## src/rtl/execute_pkg.sv

```systemverilog
// Shared definitions for the multi-cycle execute stage: opcodes, status
// register bit positions and multiplier sequencer states.
package execute_pkg;

  typedef enum logic [3:0] {
    OP_NOP    = 4'd0,
    OP_ADD    = 4'd1,
    OP_SUB    = 4'd2,
    OP_OR     = 4'd3,
    OP_AND    = 4'd4,
    OP_XOR    = 4'd5,
    OP_MEM_RD = 4'd6,
    OP_MEM_WR = 4'd7,
    OP_JMP    = 4'd8,
    OP_CALL   = 4'd9,
    OP_RET    = 4'd10,
    OP_SHL    = 4'd11,
    OP_SHR    = 4'd12,
    OP_MUL    = 4'd13,
    OP_CMP    = 4'd14
  } op_e;

  // Status register bit positions; bits 7:6 always read zero.
  localparam int SR_C     = 0;  // carry / borrow / multiply overflow
  localparam int SR_STOVF = 1;  // stack overflow, held 0 in this stage
  localparam int SR_NZ    = 2;  // result non-zero
  localparam int SR_Z     = 3;  // result zero
  localparam int SR_TRP   = 4;  // interrupt/trap, owned elsewhere
  localparam int SR_N     = 5;  // result MSB

  typedef enum logic [1:0] {
    MUL_IDLE = 2'd0,
    MUL_BUSY = 2'd1,
    MUL_DONE = 2'd2
  } mul_state_e;

endpackage

```

## src/rtl/execute_mc_if.sv

```systemverilog
// Data-memory bus between the execute stage (master) and data memory (slave).
// Load data is returned combinationally in the same cycle as d_mem_rd.
interface execute_mc_if #(
  parameter int DATA_W = 8,
  parameter int ADDR_W = 12
);
  logic [ADDR_W-1:0] d_mem_addr;
  logic [DATA_W-1:0] d_mem_data_out;
  logic [DATA_W-1:0] d_mem_data_in;
  logic              d_mem_en;
  logic              d_mem_rd;
  logic              d_mem_wr;

  modport master (
    output d_mem_addr, d_mem_data_out, d_mem_en, d_mem_rd, d_mem_wr,
    input  d_mem_data_in
  );

  modport slave (
    input  d_mem_addr, d_mem_data_out, d_mem_en, d_mem_rd, d_mem_wr,
    output d_mem_data_in
  );
endinterface

```

## src/rtl/mul_seq.sv

```systemverilog
// Iterative shift-add multiplier. The start edge latches the operands and
// performs the first partial-product step, then BUSY performs the remaining
// DATA_W-1 steps, so busy is high for exactly DATA_W cycles and the full
// 2*DATA_W-bit product is presented in the DONE cycle.
module mul_seq
  import execute_pkg::*;
#(
  parameter int DATA_W = 8
) (
  input  logic                  clk,
  input  logic                  reset_,
  input  logic                  start,
  input  logic [DATA_W-1:0]     a,
  input  logic [DATA_W-1:0]     b,
  output logic                  busy,
  output logic                  done,
  output logic [2*DATA_W-1:0]   product,
  output mul_state_e            state
);

  localparam int CNT_W = $clog2(DATA_W + 1);

  logic [2*DATA_W-1:0] mcand;
  logic [DATA_W-1:0]   mplier;
  logic [CNT_W-1:0]    cnt;

  // Sequencer: operand latch plus one shift-add step per clock.
  always_ff @(posedge clk) begin
    if (reset_) begin
      state   <= MUL_IDLE;
      product <= '0;
      mcand   <= '0;
      mplier  <= '0;
      cnt     <= '0;
    end else begin
      case (state)
        MUL_IDLE: begin
          if (start) begin
            product <= b[0] ? {{DATA_W{1'b0}}, a} : '0;
            mcand   <= {{(DATA_W-1){1'b0}}, a, 1'b0};
            mplier  <= b >> 1;
            cnt     <= CNT_W'(1);
            state   <= MUL_BUSY;
          end
        end
        MUL_BUSY: begin
          if (mplier[0]) product <= product + mcand;
          mcand  <= mcand << 1;
          mplier <= mplier >> 1;
          cnt    <= cnt + 1'b1;
          if (cnt == CNT_W'(DATA_W - 1)) state <= MUL_DONE;
        end
        MUL_DONE: state <= MUL_IDLE;
        default:  state <= MUL_IDLE;
      endcase
    end
  end

  // The start cycle itself already counts as busy so upstream holds at once.
  assign busy = (start && (state == MUL_IDLE)) || (state == MUL_BUSY);
  assign done = (state == MUL_DONE);

endmodule

```

## src/rtl/execute_mc.sv

```systemverilog
// Two-stage execute: stage 0 is the raw decode inputs, stage 1 holds the
// registered opcode/enable/destination while operands arrive from register
// read. Single-cycle ops write back combinationally in stage 1; MUL runs on
// the iterative sequencer and writes back in its DONE cycle.
//
// Stall handshake: while stall = 1 decode must hold its stage-0 inputs and
// the register-read operands for the op in stage 1; the stage-1 registers
// only capture stage 0 on a clock edge where stall = 0, so an op is accepted
// exactly on an edge with stall low.
module execute_mc
  import execute_pkg::*;
#(
  parameter int DATA_W = 8,
  parameter int ADDR_W = 12,
  parameter int SEL_W  = 2,
  parameter bit MUL_EN = 1'b1
) (
  input  logic               clk,
  input  logic               reset_,
  input  logic               print_en,
  input  logic [31:0]        cycle_counter,
  input  logic               execute_en,
  input  logic [3:0]         exec_ctrl,
  input  logic [SEL_W-1:0]   dst_reg,
  input  logic [ADDR_W-1:0]  dst_addr,
  input  logic [DATA_W-1:0]  reg_src0_data,
  input  logic [DATA_W-1:0]  reg_src1_data,
  input  logic [DATA_W-1:0]  imm_data,
  input  logic               imm_data_vld,
  output logic [DATA_W-1:0]  reg_wr_data,
  output logic [SEL_W-1:0]   reg_wr_sel,
  output logic               reg_wr_en,
  execute_mc_if.master       mem,
  output logic               pc_branch,
  output logic               stall,
  output logic [7:0]         sr,
  output mul_state_e         mul_state
);

  op_e                 ctrl_q;
  logic                en_q;
  logic [SEL_W-1:0]    dst_reg_q;
  logic [ADDR_W-1:0]   dst_addr_q;

  logic [DATA_W-1:0]   op_a, op_b, res;
  logic [DATA_W:0]     sum, diff;
  logic                carry, upd_flags, clr_flags, mem_rd, mem_wr;
  logic                mul_start, mul_done;
  logic [2*DATA_W-1:0] mul_product;

  // Debug print inputs are only meaningful in simulation models.
  logic unused_dbg;
  assign unused_dbg = ^{print_en, cycle_counter};

  // Stage-1 pipeline registers, frozen while the multiplier is busy.
  always_ff @(posedge clk) begin
    if (reset_) begin
      ctrl_q     <= OP_NOP;
      en_q       <= 1'b0;
      dst_reg_q  <= '0;
      dst_addr_q <= '0;
    end else if (!stall) begin
      ctrl_q     <= op_e'(exec_ctrl);
      en_q       <= execute_en;
      dst_reg_q  <= dst_reg;
      dst_addr_q <= dst_addr;
    end
  end

  assign mul_start = MUL_EN && en_q && (ctrl_q == OP_MUL);

  mul_seq #(.DATA_W(DATA_W)) u_mul (
    .clk     (clk),
    .reset_  (reset_),
    .start   (mul_start),
    .a       (op_a),
    .b       (op_b),
    .busy    (stall),
    .done    (mul_done),
    .product (mul_product),
    .state   (mul_state)
  );

  // Stage-1 datapath: result, carry and strobes for the op in stage 1.
  always_comb begin
    op_a      = reg_src0_data;
    op_b      = imm_data_vld ? imm_data : reg_src1_data;
    sum       = {1'b0, op_a} + {1'b0, op_b};
    diff      = {1'b0, op_a} - {1'b0, op_b};
    res       = '0;
    carry     = 1'b0;
    upd_flags = 1'b0;
    clr_flags = 1'b0;
    reg_wr_en = 1'b0;
    mem_rd    = 1'b0;
    mem_wr    = 1'b0;
    if (en_q) begin
      case (ctrl_q)
        OP_ADD: begin res = sum[DATA_W-1:0];  carry = sum[DATA_W];  upd_flags = 1'b1; reg_wr_en = 1'b1; end
        OP_SUB: begin res = diff[DATA_W-1:0]; carry = diff[DATA_W]; upd_flags = 1'b1; reg_wr_en = 1'b1; end
        OP_CMP: begin res = diff[DATA_W-1:0]; carry = diff[DATA_W]; upd_flags = 1'b1; end
        OP_OR:  begin res = op_a | op_b; upd_flags = 1'b1; reg_wr_en = 1'b1; end
        OP_AND: begin res = op_a & op_b; upd_flags = 1'b1; reg_wr_en = 1'b1; end
        OP_XOR: begin res = op_a ^ op_b; upd_flags = 1'b1; reg_wr_en = 1'b1; end
        OP_SHL: begin res = {op_a[DATA_W-2:0], 1'b0}; carry = op_a[DATA_W-1]; upd_flags = 1'b1; reg_wr_en = 1'b1; end
        OP_SHR: begin res = {1'b0, op_a[DATA_W-1:1]}; carry = op_a[0];        upd_flags = 1'b1; reg_wr_en = 1'b1; end
        OP_MEM_RD: begin mem_rd = 1'b1; reg_wr_en = 1'b1; end
        OP_MEM_WR: mem_wr = 1'b1;
        OP_JMP, OP_CALL, OP_RET: clr_flags = 1'b1;
        OP_MUL: begin
          if (MUL_EN && mul_done) begin
            res       = mul_product[DATA_W-1:0];
            carry     = |mul_product[2*DATA_W-1:DATA_W];
            upd_flags = 1'b1;
            reg_wr_en = 1'b1;
          end
        end
        default: ;
      endcase
    end
  end

  assign reg_wr_data        = mem_rd ? mem.d_mem_data_in : res;
  assign reg_wr_sel         = dst_reg_q;
  assign mem.d_mem_addr     = dst_addr_q;
  assign mem.d_mem_data_out = op_a;
  assign mem.d_mem_rd       = mem_rd;
  assign mem.d_mem_wr       = mem_wr;
  assign mem.d_mem_en       = mem_rd | mem_wr;

  // Branches resolve from stage 0 but never while the stage is held.
  assign pc_branch = (exec_ctrl == OP_JMP) && execute_en && !stall;

  // Status register: full update on results, partial clear on control flow.
  always_ff @(posedge clk) begin
    if (reset_) begin
      sr <= '0;
    end else if (upd_flags) begin
      sr[SR_C]     <= carry;
      sr[SR_STOVF] <= 1'b0;
      sr[SR_NZ]    <= |res;
      sr[SR_Z]     <= ~|res;
      sr[SR_N]     <= res[DATA_W-1];
      sr[7:6]      <= 2'b00;
    end else if (clr_flags) begin
      sr[3:0]  <= 4'b0000;
      sr[SR_N] <= 1'b0;
    end
  end

endmodule

```

## src/flat_wrapper.sv

```systemverilog
// flat-port wrapper written by rule: the top's interface ports become plain ports
module execute_mc_flat import execute_pkg::*;
#(
  parameter int DATA_W = 8,
  parameter int ADDR_W = 12,
  parameter int SEL_W  = 2,
  parameter bit MUL_EN = 1'b1
)
  (clk, reset_, print_en, cycle_counter, execute_en, exec_ctrl, dst_reg, dst_addr, reg_src0_data, reg_src1_data, imm_data, imm_data_vld, reg_wr_data, reg_wr_sel, reg_wr_en, pc_branch, stall, sr, mul_state, mem_d_mem_addr, mem_d_mem_data_out, mem_d_mem_en, mem_d_mem_rd, mem_d_mem_wr, mem_d_mem_data_in);
  execute_mc_if #(.DATA_W(DATA_W), .ADDR_W(ADDR_W)) mem_i ();
  input  logic clk;
  input  logic reset_;
  input  logic print_en;
  input  logic [31:0] cycle_counter;
  input  logic execute_en;
  input  logic [3:0] exec_ctrl;
  input  logic [SEL_W-1:0] dst_reg;
  input  logic [ADDR_W-1:0] dst_addr;
  input  logic [DATA_W-1:0] reg_src0_data;
  input  logic [DATA_W-1:0] reg_src1_data;
  input  logic [DATA_W-1:0] imm_data;
  input  logic imm_data_vld;
  output logic [DATA_W-1:0] reg_wr_data;
  output logic [SEL_W-1:0] reg_wr_sel;
  output logic reg_wr_en;
  output logic pc_branch;
  output logic stall;
  output logic [7:0] sr;
  output mul_state_e mul_state;
  output wire logic [$bits(mem_i.d_mem_addr)-1:0] mem_d_mem_addr;
  output wire logic [$bits(mem_i.d_mem_data_out)-1:0] mem_d_mem_data_out;
  output wire logic [$bits(mem_i.d_mem_en)-1:0] mem_d_mem_en;
  output wire logic [$bits(mem_i.d_mem_rd)-1:0] mem_d_mem_rd;
  output wire logic [$bits(mem_i.d_mem_wr)-1:0] mem_d_mem_wr;
  input wire logic [$bits(mem_i.d_mem_data_in)-1:0] mem_d_mem_data_in;
  assign mem_d_mem_addr = mem_i.d_mem_addr;
  assign mem_d_mem_data_out = mem_i.d_mem_data_out;
  assign mem_d_mem_en = mem_i.d_mem_en;
  assign mem_d_mem_rd = mem_i.d_mem_rd;
  assign mem_d_mem_wr = mem_i.d_mem_wr;
  assign mem_i.d_mem_data_in = mem_d_mem_data_in;
  execute_mc #(.DATA_W(DATA_W), .ADDR_W(ADDR_W), .SEL_W(SEL_W), .MUL_EN(MUL_EN)) u_core (.clk(clk), .reset_(reset_), .print_en(print_en), .cycle_counter(cycle_counter), .execute_en(execute_en), .exec_ctrl(exec_ctrl), .dst_reg(dst_reg), .dst_addr(dst_addr), .reg_src0_data(reg_src0_data), .reg_src1_data(reg_src1_data), .imm_data(imm_data), .imm_data_vld(imm_data_vld), .reg_wr_data(reg_wr_data), .reg_wr_sel(reg_wr_sel), .reg_wr_en(reg_wr_en), .mem(mem_i), .pc_branch(pc_branch), .stall(stall), .sr(sr), .mul_state(mul_state));
endmodule
```

## config.mk

```make
export PLATFORM = sky130hd
export DESIGN_NAME = execute_mc_flat
export DESIGN_NICKNAME = d
export VERILOG_FILES = /design/src/rtl/execute_pkg.sv /design/src/rtl/execute_mc_if.sv /design/src/rtl/mul_seq.sv /design/src/rtl/execute_mc.sv /design/src/flat_wrapper.sv
export SDC_FILE = /design/constraint.sdc
export NUM_CORES = 1
export LEC_CHECK = 0
export CAP_MARGIN = 20
export CORE_MARGIN = 5
export CORE_UTILIZATION = 50
export DETAILED_ROUTE_END_ITERATION = 7
export GPL_TIMING_DRIVEN = 0
export PLACE_DENSITY = 0.86
export SYNTH_ARGS = -nofsm -noshare
export SYNTH_HDL_FRONTEND = slang
export SYNTH_SLANG_ARGS = --single-unit
```

## constraint.sdc

```tcl
create_clock -name clk -period 4.13 [get_ports clk]
set_clock_uncertainty 0.15 [all_clocks]
set_input_delay 0.6195 -clock clk [delete_from_list [all_inputs] [get_ports clk]]
set_output_delay 0.6195 -clock clk [all_outputs]
set_load 0.01 [all_outputs]
```

## Yosys cells after proc, flatten, opt, wreduce, memory -nomap -nowiden

Index checks and enable logic that the tools add are counted.

- Register bits: 69
- Output and inout port bits: 46
- Input port bits: 87

- Bitwise gates (word level): 4
- Add/subtract/negate cells: 4
- Multiplexer cells: 36
- Equality and inequality tests: 21
- Reductions and logical operators: 19

Operators with widths:

| kind | number |
|---|---|
| 16-bit one-hot mux with 2 select lines | 2 |
| 8-bit one-hot mux with 8 select lines | 1 |
| 16-bit two-way mux | 3 |
| 8-bit two-way mux | 6 |
| 4-bit equality test (second input constant) | 8 |
| 8-bit OR reduction | 4 |
| 4-bit by 3-bit equality test with 1-bit output (second input constant) | 5 |
| 16-bit adder | 1 |
| 8-bit one-hot mux with 2 select lines | 1 |
| 1-bit two-way mux | 13 |
| 4-bit two-way mux | 3 |
| 8-bit by 8-bit adder with 9-bit output | 1 |
| 8-bit by 8-bit subtractor with 9-bit output | 1 |
| 8-bit AND | 1 |
| 4-bit by 2-bit equality test with 1-bit output (second input constant) | 2 |
| 8-bit bitwise OR | 1 |
| 4-bit one-hot mux with 2 select lines | 1 |
| 8-bit bitwise XOR | 1 |
| 2-bit inequality test (second input constant) | 3 |
| 1-bit one-hot mux with 5 select lines | 1 |
| 4-bit by 1-bit adder with 4-bit output (second input constant) | 1 |
| 4-bit by 1-bit equality test with 1-bit output (second input constant) | 1 |
| 1-bit logical AND | 4 |
| 2-bit two-way mux | 2 |
| other kinds (13) | 17 |

## Logic depth before layout (Yosys ltp)

Gate-level depths: netlist (run 1).

- Depth in word-level cells: 7
- Depth in mapped cells: 12
- Gate-level depth less buffers: 11

## Hierarchy

Synthesis (run 1) repeated with hierarchy kept, for this count alone.

- Cell total of the unflattened synthesis: 653
- Area, all modules: 5176.2 sq um

Modules (own cells, without submodules):

| module | instances | area an instance (sq um) | cells an instance |
|---|---|---|---|
| execute_mc | 1 | 2800.2 | 355 |
| mul_seq | 1 | 2376.0 | 298 |

## Worst setup path before layout (run 1)

Ideal clock, no wire load.

- Path type: input to output
- From: in imm_data_vld
- To: out reg_wr_data[6]
- Setup slack: 0.254 ns
- Cell stages on the path: 11
- Arrival time: 3.106 ns
- Path through: clkbuf_1 > mux2i_1 > inv_1 > ha_1 > fa_1 > a21o_1 > a21oi_1 > o221ai_1 > mux2i_1 > a31oi_1 > a21o_1

- Cells in the longest elaborated chain, start to end: 5

Ends and longest elaborated chain:

| what | RTL line | source |
|---|---|---|
| start: declaration | flat_wrapper.sv:22 | `input logic imm_data_vld;` |
| 8-bit two-way mux * | execute_mc.sv:87 | `op_b = imm_data_vld ? imm_data : reg_src1_data;` |
| 8-bit by 8-bit subtractor with 9-bit output (tied with other cells) | execute_mc.sv:89 | `diff = {1'b0, op_a} - {1'b0, op_b};` |
| 8-bit one-hot mux with 8 select lines * | execute_mc.sv:98 | `case (ctrl_q)` |
| 8-bit two-way mux * | execute_mc.sv:97 | `if (en_q) begin` |
| 8-bit two-way mux * | execute_mc.sv:123 | `assign reg_wr_data = mem_rd ? mem.d_mem_data_in : res;` |
| end: declaration | flat_wrapper.sv:23 | `output logic [DATA_W-1:0] reg_wr_data;` |

Every way passes the cells marked *; elsewhere a longest branch is shown, timed or not.

## Worst setup path after layout (run 1)

- From: in imm_data_vld
- To: out reg_wr_data[1]

The elaborated chain is that of the path after synthesis.

==> flow_summary_export.csv, run 1 <==
group,metric,value,unit
yosys,synth_edf_count,0,
detailed_routing,wl_per_cell,19.5,um
final_layout,final_common_cell,"nand2_1",
yosys,synth_top_area_frac,0.264,
outcome,status,"finished clean",
placed_design,portBuffers,93,
clock_network,clockBufferDepth,2,
timing,worst_pin_slew,0.782,ns
timing,slew_headroom,0.477,
timing,worst_hold_slack,0.308,ns
power_and_ir_drop,p_leak,0.00278,uW
detailed_routing,vias_per_cell,6.13,
die,rows,36,
placed_design,dp_hpwl,13.1,mm
yosys,synthCells,661,
yosys,synth_top_area_cell,"dfxtp_1",
critical_path,cp_data_arrival_time,3.33,ns
critical_path,required,3.36,ns
worst_hold_path,hold_class,"register to register",
detailed_routing,dr.pass1.iters,5,
clock_network,cts_buffers,9,
detailed_routing,drc,0,
timing,min_period,4.10,ns
critical_path,end_kind,"output pin",
yosys,yosys_warnings,0,
clock_network,clock-sinks,67,
die,dieArea,0.0123,mm2
global_routing,antenna_found_initial,0,
clock_network,cts_root_buf,"clkbuf_8",
die,die_w,111,um
placed_design,place_congestion,0.955,
final_layout,n_fill_cell,794,
yosys,synth_area_leaders,"dfxtp_1, ha_1, nand2_1",
die,core_area,0.00986,mm2
detailed_routing,wl,17.9,mm
timing,max_freq,0.244,GHz
global_routing,grt_pass1_vias,5397,
worst_hold_path,hold_depth,2,
final_layout,area_growth,32.4,%
final_layout,diodes,0,
power_and_ir_drop,p_per_area,249,mW/mm2
global_routing,grt_start_max_net_pins,12,
yosys,syn_area,0.00509,mm2
critical_path,critPathKind,"input port to output pin",
yosys,async_flop_share,0,
timing,slew_violations,0,
clock_network,clkTransAtPathRegs,0.07,ns
critical_path,path_max_fanout,8,
final_layout,post_layout_nonfiller_instances,919,
global_routing,overflow,0,
yosys,ys_ff_latch,67,
yosys,syn_avg_cell_area,7.70,um2
yosys,synth-main-ff-cell,"dfxtp_1",
placed_design,placed_cells,891,
power_and_ir_drop,ir_worst_vdd,0.186,mV
die,die_y,111,um
final_layout,multi_input_area,0.00360,mm2
clock_network,htreeDepth,3,
job,drv_cap,0,
global_routing,grt_pass1_wl,27.7,mm
clock_network,hold_buffers,0,
final_layout,drive_gt1_frac,0.122,
global_routing,track_usage,0.276,
final_layout,regArea,0.00134,mm2
critical_path,startpoint_type,"input port",
detailed_routing,drt-initial-drc-count,472,
die,initial_core_util,0.516,
final_layout,nets,915,
timing,setup_viol,0,
detailed_routing,num_vias,5633,
timing,hold_viol_final,0,
clock_network,cts_tree,"yes",
yosys,ys_seq_area_frac,0.264,
timing,period_share,0.993,
clock_network,clk_latency,0.35,ns
critical_path,reg2reg_depth,8,
yosys,synth_cell_type_count,68,
detailed_routing,postRouteAntennaNets,0,
die,pin_count,133,
final_layout,mostFrequentLayoutCells,"nand2_1, clkdlybuf4s50_1, dfxtp_1",
==> flip-flops by register name (all words and copies together), names as in the netlist <==
signal,flops
u_core.u_mul.product,16
u_core.u_mul.mcand,15
u_core.mem.d_mem_addr,12
u_core.u_mul.mplier,7
u_core.ctrl_q,4
u_core.sr,4
u_core.u_mul.cnt,4
u_core.reg_wr_sel,2
u_core.u_mul.state,2
u_core.en_q,1
==> timing repair <==
item	in CTS	in global routing
endpoints found under the setup margin	11	5
pin swaps	7	7
gates resized for setup	46	17
setup buffers	6	6
==> through the flow <==
stage	setup WS [ns]	total power (uW)	util	TNS, ns	area (um2)
after floorplan	0.254	903	-	0	5100
after global placement	-1.06	1060	0.628	-5.86	6200
after detailed placement	-1.10	1070	0.629	-6.21	6210
after CTS	0.00444	1650	0.668	0	6590
after global routing	-0.0829	1750	0.683	-0.101	6740
final	0.0309	1680	0.683	0	6740
==> worst max-delay path: stages <==
cell and delay [ns]:
clkbuf_4 0.31, mux2i_4 0.34, inv_4 0.08, ha_4 0.19, fa_2 0.43, nand3b_1 0.08
o21ai_0 0.14, a32o_1 0.27, a211oi_2 0.26, o21ai_0 0.11, clkdlybuf4s50_1 0.50
==> power by group <==
group          switching [uW]  internal [uW]
clock network             263            299
logic                     231            215
registers                9.72            660
total                     505           1170
==> layout make-up <==
class                   instances  area share
clock inverters                 3     0.00706
well taps                     133      0.0247
repair buffers                106       0.153
clock buffers                  13      0.0221
plain buffers                  51      0.0416
multi-input cells             516       0.535
flip-flops and latches         67       0.199
inverters                      30      0.0171
==> path summary, 6_finish.rpt <==
| kind | from | to | slack [ns] |
|---|---|---|---|
| worst min-delay path | u_core.mem.d_mem_addr[10]$_SDFFE_PP0P_ | u_core.mem.d_mem_addr[10]$_SDFFE_PP0P_ | 0.31 |
| worst max-delay path | imm_data_vld | reg_wr_data[1] | 0.03 |
| worst min register to register | u_core.mem.d_mem_addr[10]$_SDFFE_PP0P_ | u_core.mem.d_mem_addr[10]$_SDFFE_PP0P_ | 0.31 |
| worst max register to register | u_core.u_mul.product[2]$_SDFFE_PP0P_ | u_core.u_mul.product[14]$_SDFFE_PP0P_ | 1.42 |
==> logic make-up after synthesis <==
kind of cell | after synthesis | synth area share
AND/OR/NAND/NOR | 255 | 0.239
AO/OA/AOI/OAI | 185 | 0.254
buffers and inverters | 81 | 0.0752
flip-flops | 67 | 0.264
adder cells (fa/ha/maj) | 47 | 0.120
XOR/XNOR | 13 | 0.0224
multiplexers | 12 | 0.0241
other | 1 | 0.000737
==> synthesized netlist by cell type (4+ instances only) <==
cell type,instances
a22oi_1,8
mux2i_1,10
nand3b_1,7
nand3_1,22
nand4_1,6
o21ai_0,14
clkbuf_1,25
a311oi_1,14
nand2b_1,11
a21oi_1,59
a2bb2oi_1,4
ha_1,44
o211ai_1,10
dfxtp_1,67
xor2_1,4
a211oi_1,5
and2_1,8
a21o_1,11
nor3b_1,5
a221oi_1,6
nor3_1,16
nor2b_1,9
nor2_1,43
xnor2_1,9
o2111ai_1,4
inv_1,30
and3_1,4
a31oi_1,8
nand2_1,108
buf_2,6
buf_4,17
==> per-layer routing <==
layer  up-vias  global-route usage  wire (um)
met2       317               0.485       8750
li1       2615                   -          -
met1      2647               0.326       7040
met3        54              0.0628       1570
met4         0               0.104        534
met5         -                   0          0
No activity file was read; power rests on OpenSTA's default activity.
==> run 2, diff against run 1 <==
--- a/config.mk
+++ b/config.mk
@@ -10,7 +10,8 @@
 export CORE_UTILIZATION = 50
 export DETAILED_ROUTE_END_ITERATION = 7
 export GPL_TIMING_DRIVEN = 0
-export PLACE_DENSITY = 0.86
+export PLACE_DENSITY = 0.85
 export SYNTH_ARGS = -nofsm -noshare
 export SYNTH_HDL_FRONTEND = slang
+export SYNTH_HIERARCHICAL = 1
 export SYNTH_SLANG_ARGS = --single-unit
==> run 2 against run 1 <==
  * Wire length fell by 8.6%
  * Via count fell by 4.3%
  * Register-to-register slack lost 0.25 ns
  * Largest power group unchanged
==> flow_summary_export.csv, run 2 <==
group,metric,value,unit
outcome,status,"finished clean",
final_layout,final_common_cell,"nor2_1",
die,core_area,0.0102,mm2
critical_path,crit_path_frequent_cell,"clkdlybuf4s50_1",
worst_hold_path,hold_class,"register to register",
final_layout,regMostFlops,"u_core/u_mul/product",
yosys,async_flop_share,0,
worst_hold_path,hold_depth,2,
critical_path,reg2reg_depth,9,
critical_path,slowest_delay,0.47,ns
final_layout,area_growth,31.2,%
yosys,synth_cell_type_count,75,
yosys,syn_area,0.00518,mm2
power_and_ir_drop,p_int,1180,uW
critical_path,path_max_fanout,5,
critical_path,cp_slowest_cell,"clkdlybuf4s50_1",
critical_path,worstReg2RegStart,"u_core/u_mul/mcand[1]$_SDFFE_PP0P_",
global_routing,grt_start_max_net_pins,13,
final_layout,mostFrequentLayoutCells,"nor2_1, clkdlybuf4s50_1, dfxtp_1",
power_and_ir_drop,switching_power,490,uW
placed_design,place_congestion,0.964,
die,die_w,112,um
power_and_ir_drop,p_per_area,246,mW/mm2
yosys,ys_ff_latch,67,
yosys,yosysMostFrequentCell,"nor2_1",
critical_path,cp_data_arrival_time,3.31,ns
detailed_routing,wl,16.3,mm
global_routing,grt_pass1_vias,5179,
clock_network,clockBufferDepth,2,
clock_network,cts_root_buf,"clkbuf_8",
die,pin_count,133,
global_routing,overflow,0,
detailed_routing,vias_per_cell,5.88,
clock_network,clk_latency,0.35,ns
yosys,synth_fa_ha_area_frac,0.125,
global_routing,track_usage,0.255,
worst_hold_path,worstHoldStart,"u_core/u_mul/mcand[4]$_SDFFE_PP0P_",
timing,setup_viol,0,
die,initial_core_util,0.506,
timing,rsz0062_at_grt,"true",
yosys,syn_avg_cell_area,7.93,um2
die,die_y,112,um
yosys,ys_seq_area_frac,0.259,
critical_path,crit_chain,"clkdlybuf4s50_1 -> mux2i_4 -> ha_1 -> o21bai_1 -> a21oi_1 -> xnor2_1 -> nor2_1 -> o31a_1 -> a21o_1 -> clkdlybuf4s50_1",
yosys,synth_xor_area_frac,0.0220,
detailed_routing,drc,0,
clock_network,clock-sinks,67,
power_and_ir_drop,pwr-share-seq,0.401,
power_and_ir_drop,clkPwrFrac,0.337,
detailed_routing,dr.pass1.iters,5,
timing,worst_pin_slew,0.866,ns
critical_path,startpoint_type,"input port",
critical_path,reg2reg_setup_slack,1.17,ns
die,dieArea,0.0125,mm2
detailed_routing,num_vias,5390,
power_and_ir_drop,switching_share,0.293,
global_routing,grt_pass1_wl,26.0,mm
yosys,synth_area_leaders,"dfxtp_1, ha_1, nor2_1",
yosys,synth_mux_area_frac,0.0701,
critical_path,end_kind,"output pin",
yosys,synth_top_family_by_area,"simple AND/OR/NAND/NOR gates",
yosys,synth-compound-area-share,0.211,
power_and_ir_drop,p_leak,0.00282,uW
critical_path,cp_top_family,"compound AO/OA/AOI/OAI gates",
final_layout,largest_reg_flops,16,
timing,min_period,4.08,ns
placed_design,dp_hpwl,12.4,mm
clock_network,htreeDepth,3,
yosys,synth_top_area_frac,0.259,
timing,hold_viol_final,0,
yosys,synth-main-ff-cell,"dfxtp_1",
detailed_routing,drt-initial-drc-count,448,
placed_design,pre_cts_ws,-1.05,ns
clock_network,hold_buffers,0,
power_and_ir_drop,pwr-share-comb,0.262,
timing,slew_headroom,0.408,
power_and_ir_drop,power,1670,uW
critical_path,critPathKind,"input port to output pin",
job,drv_cap,0,
timing,setup_ws,0.0539,ns
critical_path,path_buf_inv,2,
detailed_routing,postRouteAntennaNets,0,
worst_hold_path,hold_end,"u_core/u_mul/mcand[5]$_SDFFE_PP0P_",
yosys,synth_common_cells,"nor2_1, dfxtp_1, nand2_1",
die,rows,37,
clock_network,cts_buffers,9,
final_layout,diodes,0,
yosys,synth-simple-area-share,0.242,
yosys,synth_top_area_cell,"dfxtp_1",
timing,period_share,0.987,
power_and_ir_drop,ir_worst_vdd,0.282,mV
timing,max_freq,0.245,GHz
critical_path,required,3.36,ns
placed_design,portBuffers,94,
final_layout,nets,912,
critical_path,cp_num_cells,10,
yosys,synthCells,653,
yosys,synth_edf_count,0,
clock_network,clkTransAtPathRegs,0.07,ns
global_routing,antenna_found_initial,0,
yosys,yosys_warnings,6,
critical_path,r2r_end,"u_core/u_mul/product[13]$_SDFFE_PP0P_",
detailed_routing,wl_per_cell,17.8,um
final_layout,drive_gt1_frac,0.127,
clock_network,cts_tree,"yes",
timing,slew_violations,0,
run 2: cell types whose count changed in the layout (fill, tap and decap cells not counted), moves of 7 or more:
cell	change
a21oi_1	-25
nor2_1	+55
nor4_1	+9
o21ai_0	+13
a311oi_1	-7
nor3_1	-8
nand2_1	-55
o211ai_1	-8
mux2i_1	+25
run 2: how the worst max path moves through the flow:
stage	slack, ns	to	from
finish	0.05	reg_wr_data[3]	reg_src1_data[1]
global route	-0.08	reg_wr_data[6]	imm_data[0]
CTS	-0.06	reg_wr_data[6]	reg_src1_data[0]
detailed placement	-1.05	reg_wr_data[6]	imm_data_vld
global placement	-0.90	reg_wr_data[6]	imm_data_vld
floorplan	0.23	reg_wr_data[6]	imm_data_vld
run 2: worst min-delay path, stage by stage (launching register included):
cell     delay [ns]
dfxtp_1        0.34
nand2_1        0.06
nand2_1        0.04
run 2: power by group through the flow:
stage | clock (uW) | sequential (uW) | combinational, uW
5_1_grt | 612 | 671 | 470
3_3_place_gp | 0 | 684 | 373
4_1_cts | 576 | 669 | 413
6_report | 563 | 669 | 438
3_5_place_dp | 0 | 684 | 381
2_1_floorplan | 0 | 688 | 217
run 2: cell families (layout without fill, tap and decap cells):
logic type,count (synthesis),after routing
simple gates,254,254
compound gates,156,156
buf+inv,76,200
flops,67,67
fa+ha+maj,50,50
mux,36,36
xor+xnor,13,13
other cells,1,4
run 2: layout make-up:
type / count / area, um2
Multi-Input combinational cell: 513 / 3660
Fill cell: 857 / 3440
Sequential cell: 67 / 1340
Timing Repair Buffer: 108 / 1040
Buffer: 46 / 255
Tap cell: 136 / 170
Clock buffer: 12 / 155
Inverter: 30 / 116
Clock inverter: 4 / 48.8
run 2: metrics by stage:
stage	utilization	cell area [um2]	std cells	setup TNS, ns	hold slack, ns
3_3_place_gp	0.616	6300	886	-3.29	0.306
5_1_grt	0.664	6790	916	-0.135	0.342
4_1_cts	0.653	6680	910	-0.0583	0.327
3_5_place_dp	0.617	6310	887	-4.10	0.321
6_report	0.664	6790	916	0	0.327
2_1_floorplan	-	5190	656	0	0.285
run 2: routing by layer:
layer | GRT usage | share of wire | vias to the layer above
li1 | - | - | 2577
met5 | 0 | 0 | -
met1 | 0.332 | 0.42 | 2529
met2 | 0.420 | 0.47 | 255
met4 | 0.0762 | 0.017 | 0
met3 | 0.0582 | 0.087 | 29
run 2: repair_timing:
item,in CTS,in global routing
gates cloned,0,0
pin swaps,9,9
endpoints found under the setup margin,9,7
resized for setup,37,21
setup buffers,7,6
==> run 3, diff against run 2 <==
--- a/config.mk
+++ b/config.mk
@@ -5,12 +5,13 @@
 export SDC_FILE = /design/constraint.sdc
 export NUM_CORES = 1
 export LEC_CHECK = 0
+export ABC_AREA = 1
 export CAP_MARGIN = 20
 export CORE_MARGIN = 5
-export CORE_UTILIZATION = 50
+export CORE_UTILIZATION = 51
 export DETAILED_ROUTE_END_ITERATION = 7
-export GPL_TIMING_DRIVEN = 0
-export PLACE_DENSITY = 0.85
+export GPL_TIMING_DRIVEN = 1
+export PLACE_DENSITY = 0.86
 export SYNTH_ARGS = -nofsm -noshare
 export SYNTH_HDL_FRONTEND = slang
 export SYNTH_HIERARCHICAL = 1
==> run 3 against run 2 <==
  * Via count rose by 9.0%
  * Count of clock-buffer cells in the layout fell by 3
  * Worst setup slack improved by 0.10 ns
  * Sequential share of layout area barely moved
  * Sequential power barely moved
  * Non-clock buffer count fell by 24
==> flow_summary_export.csv, run 3 <==
group,metric,value,unit
outcome,status,"finished clean",
die,dieArea,0.0127,mm2
detailed_routing,vias_per_cell,5.31,
yosys,syn_area,0.00538,mm2
yosys,yosys_warnings,6,
yosys,ys_seq_area_frac,0.249,
power_and_ir_drop,clkPwrFrac,0.337,
timing,rsz0062_at_grt,"false",
global_routing,antenna_found_initial,0,
die,die_y,113,um
clock_network,htreeDepth,3,
final_layout,nets,1102,
detailed_routing,wl_per_cell,14.2,um
global_routing,grt_pass1_wl,25.5,mm
timing,period_share,0.962,
placed_design,pre_cts_ws,-0.119,ns
power_and_ir_drop,p_int,1130,uW
global_routing,grt_start_max_net_pins,31,
placed_design,place_congestion,0.985,
critical_path,required,3.36,ns
final_layout,final_common_cell,"nand2_1",
critical_path,end_kind,"output pin",
power_and_ir_drop,p_leak,0.00334,uW
clock_network,clkTransAtPathRegs,0.08,ns
timing,setup_ws,0.159,ns
clock_network,clockBufferDepth,2,
yosys,synthCells,852,
critical_path,cp_data_arrival_time,3.20,ns
timing,slew_headroom,0.454,
clock_network,cts_tree,"yes",
clock_network,cts_buffers,9,
global_routing,grt_pass1_vias,5406,
yosys,syn_avg_cell_area,6.31,um2
placed_design,dp_hpwl,12.2,mm
yosys,async_flop_share,0,
yosys,synth_area_leaders,"dfxtp_1, nand2_1, ha_1",
global_routing,track_usage,0.243,
detailed_routing,dr.pass1.iters,5,
yosys,synth-main-ff-cell,"dfxtp_1",
yosys,synth_edf_count,0,
final_layout,final_core_util,0.658,
power_and_ir_drop,switching_power,496,uW
power_and_ir_drop,ir_worst_vdd,0.203,mV
detailed_routing,wl,15.7,mm
placed_design,portBuffers,95,
clock_network,clock-sinks,67,
die,die_w,113,um
detailed_routing,drc,0,
die,rows,37,
final_layout,regMostFlops,"u_core/u_mul/product",
power_and_ir_drop,switching_share,0.305,
yosys,ys_ff_latch,67,
power_and_ir_drop,p_per_area,240,mW/mm2
final_layout,area_growth,26.3,%
timing,max_freq,0.252,GHz
worst_hold_path,hold_class,"register to register",
power_and_ir_drop,pwr-share-seq,0.412,
clock_network,clk_latency,0.34,ns
final_layout,mostFrequentLayoutCells,"nand2_1, inv_1, nor2_1",
clock_network,cts_root_buf,"clkbuf_8",
critical_path,path_max_fanout,6,
critical_path,crit_chain,"dlygate4sd2_1 -> buf_4 -> o21ai_0 -> inv_1 -> ha_1 -> nand2_1 -> o21ai_0 -> nor2_1 -> nand3_1 -> nand2_1 -> nand2_1 -> clkdlybuf4s50_1",
critical_path,cp_slowest_cell,"o21ai_0",
final_layout,drive_gt1_frac,0.0804,
die,initial_core_util,0.521,
critical_path,slowest_delay,0.65,ns
timing,worst_pin_slew,0.810,ns
global_routing,overflow,0,
critical_path,crit_path_frequent_cell,"nand2_1",
clock_network,hold_buffers,0,
detailed_routing,num_vias,5875,
yosys,synth_top_area_frac,0.249,
yosys,synth_common_cells,"nand2_1, inv_1, nor2_1",
detailed_routing,drt-initial-drc-count,694,
critical_path,critPathKind,"input port to output pin",
timing,hold_viol_final,0,
job,drv_cap,0,
detailed_routing,postRouteAntennaNets,0,
final_layout,largest_reg_flops,16,
final_layout,diodes,0,
yosys,synth_cell_type_count,43,
die,pin_count,133,
critical_path,startpoint_type,"input port",
yosys,synth_top_area_cell,"dfxtp_1",
die,core_area,0.0103,mm2
timing,slew_violations,0,
power_and_ir_drop,pwr-share-comb,0.251,
timing,min_period,3.97,ns
yosys,yosysMostFrequentCell,"nand2_1",
timing,setup_viol,0,
==> run 3: cells by family after synthesis <==
logic type / Yosys count / share of synthesized area
simple gates: 432 / 0.345
buf+inv: 159 / 0.125
compound gates: 137 / 0.150
flops: 67 / 0.249
fa+ha+maj: 50 / 0.121
xor+xnor: 6 / 0.00977
other cells: 1 / 0.000697
==> run 3: path summary, 6_finish.rpt <==
| path | from | end | slack, ns | cells past startpoint |
|---|---|---|---|---|
| hold / removal | u_core/u_mul/cnt[3]$_SDFFE_PP0P_ | u_core/u_mul/state[1]$_SDFFE_PP0P_ | 0.32 | 1 |
| hold reg to reg | u_core/u_mul/cnt[3]$_SDFFE_PP0P_ | u_core/u_mul/state[1]$_SDFFE_PP0P_ | 0.32 | 1 |
| setup / recovery | imm_data_vld | reg_wr_data[7] | 0.16 | 12 |
| setup reg to reg | u_core/ctrl_q[3]$_SDFFE_PP0N_ | u_core/u_mul/product[2]$_SDFFE_PP0P_ | 1.52 | 12 |
==> run 3: final cells by class <==
| class | count | area [um2] |
|---|---|---|
| timing repair buffer | 130 | 1220 |
| tap | 136 | 170 |
| clock inverter | 7 | 77.6 |
| fill | 916 | 3530 |
| inverter | 128 | 480 |
| sequential | 67 | 1340 |
| multi-input combinational | 629 | 3380 |
| clock buffer | 9 | 124 |
==> run 3: repair_timing <==
action | in CTS | in global routing
resized for setup | 5 | 2
cloned | 0 | 0
endpoints found under the setup margin | 5 | 2
buffers inserted | 0 | 0
pin swaps | 1 | 1
==> run 3: power groups by stage <==
stage	clock network [uW]	logic [uW]	registers, uW
2_1_floorplan	0	210	690
4_1_cts	561	404	670
3_5_place_dp	0	400	685
3_3_place_gp	0	394	685
6_report	548	409	670
5_1_grt	591	447	672
==> run 3: critical path, delay by kind of cell <==
kind | cells | cell delay (ns)
buf+inv | 4 | 1.09
compound gates | 2 | 0.75
simple gates | 5 | 0.48
fa+ha+maj | 1 | 0.25
==> run 3: per-layer routing <==
layer / vias to the layer above / track usage / share of wire
met2: 285 / 0.368 / 0.42
met5: - / 0 / 0
met1: 2600 / 0.328 / 0.45
li1: 2964 / - / -
met4: 0 / 0.0929 / 0.024
met3: 26 / 0.0690 / 0.11
==> run 3: metrics by stage <==
| step | total power (uW) | hold WS [ns] | std cells | TNS (ns) | cell area, um2 |
|---|---|---|---|---|---|
| floorplan | 900 | 0.289 | 855 | 0 | 5390 |
| global placement | 1080 | 0.301 | 1090 | -0.205 | 6580 |
| detailed placement | 1090 | 0.309 | 1090 | -0.353 | 6580 |
| CTS | 1630 | 0.324 | 1106 | 0 | 6780 |
| global route | 1710 | 0.346 | 1106 | 0 | 6790 |
| finish | 1630 | 0.320 | 1106 | 0 | 6790 |
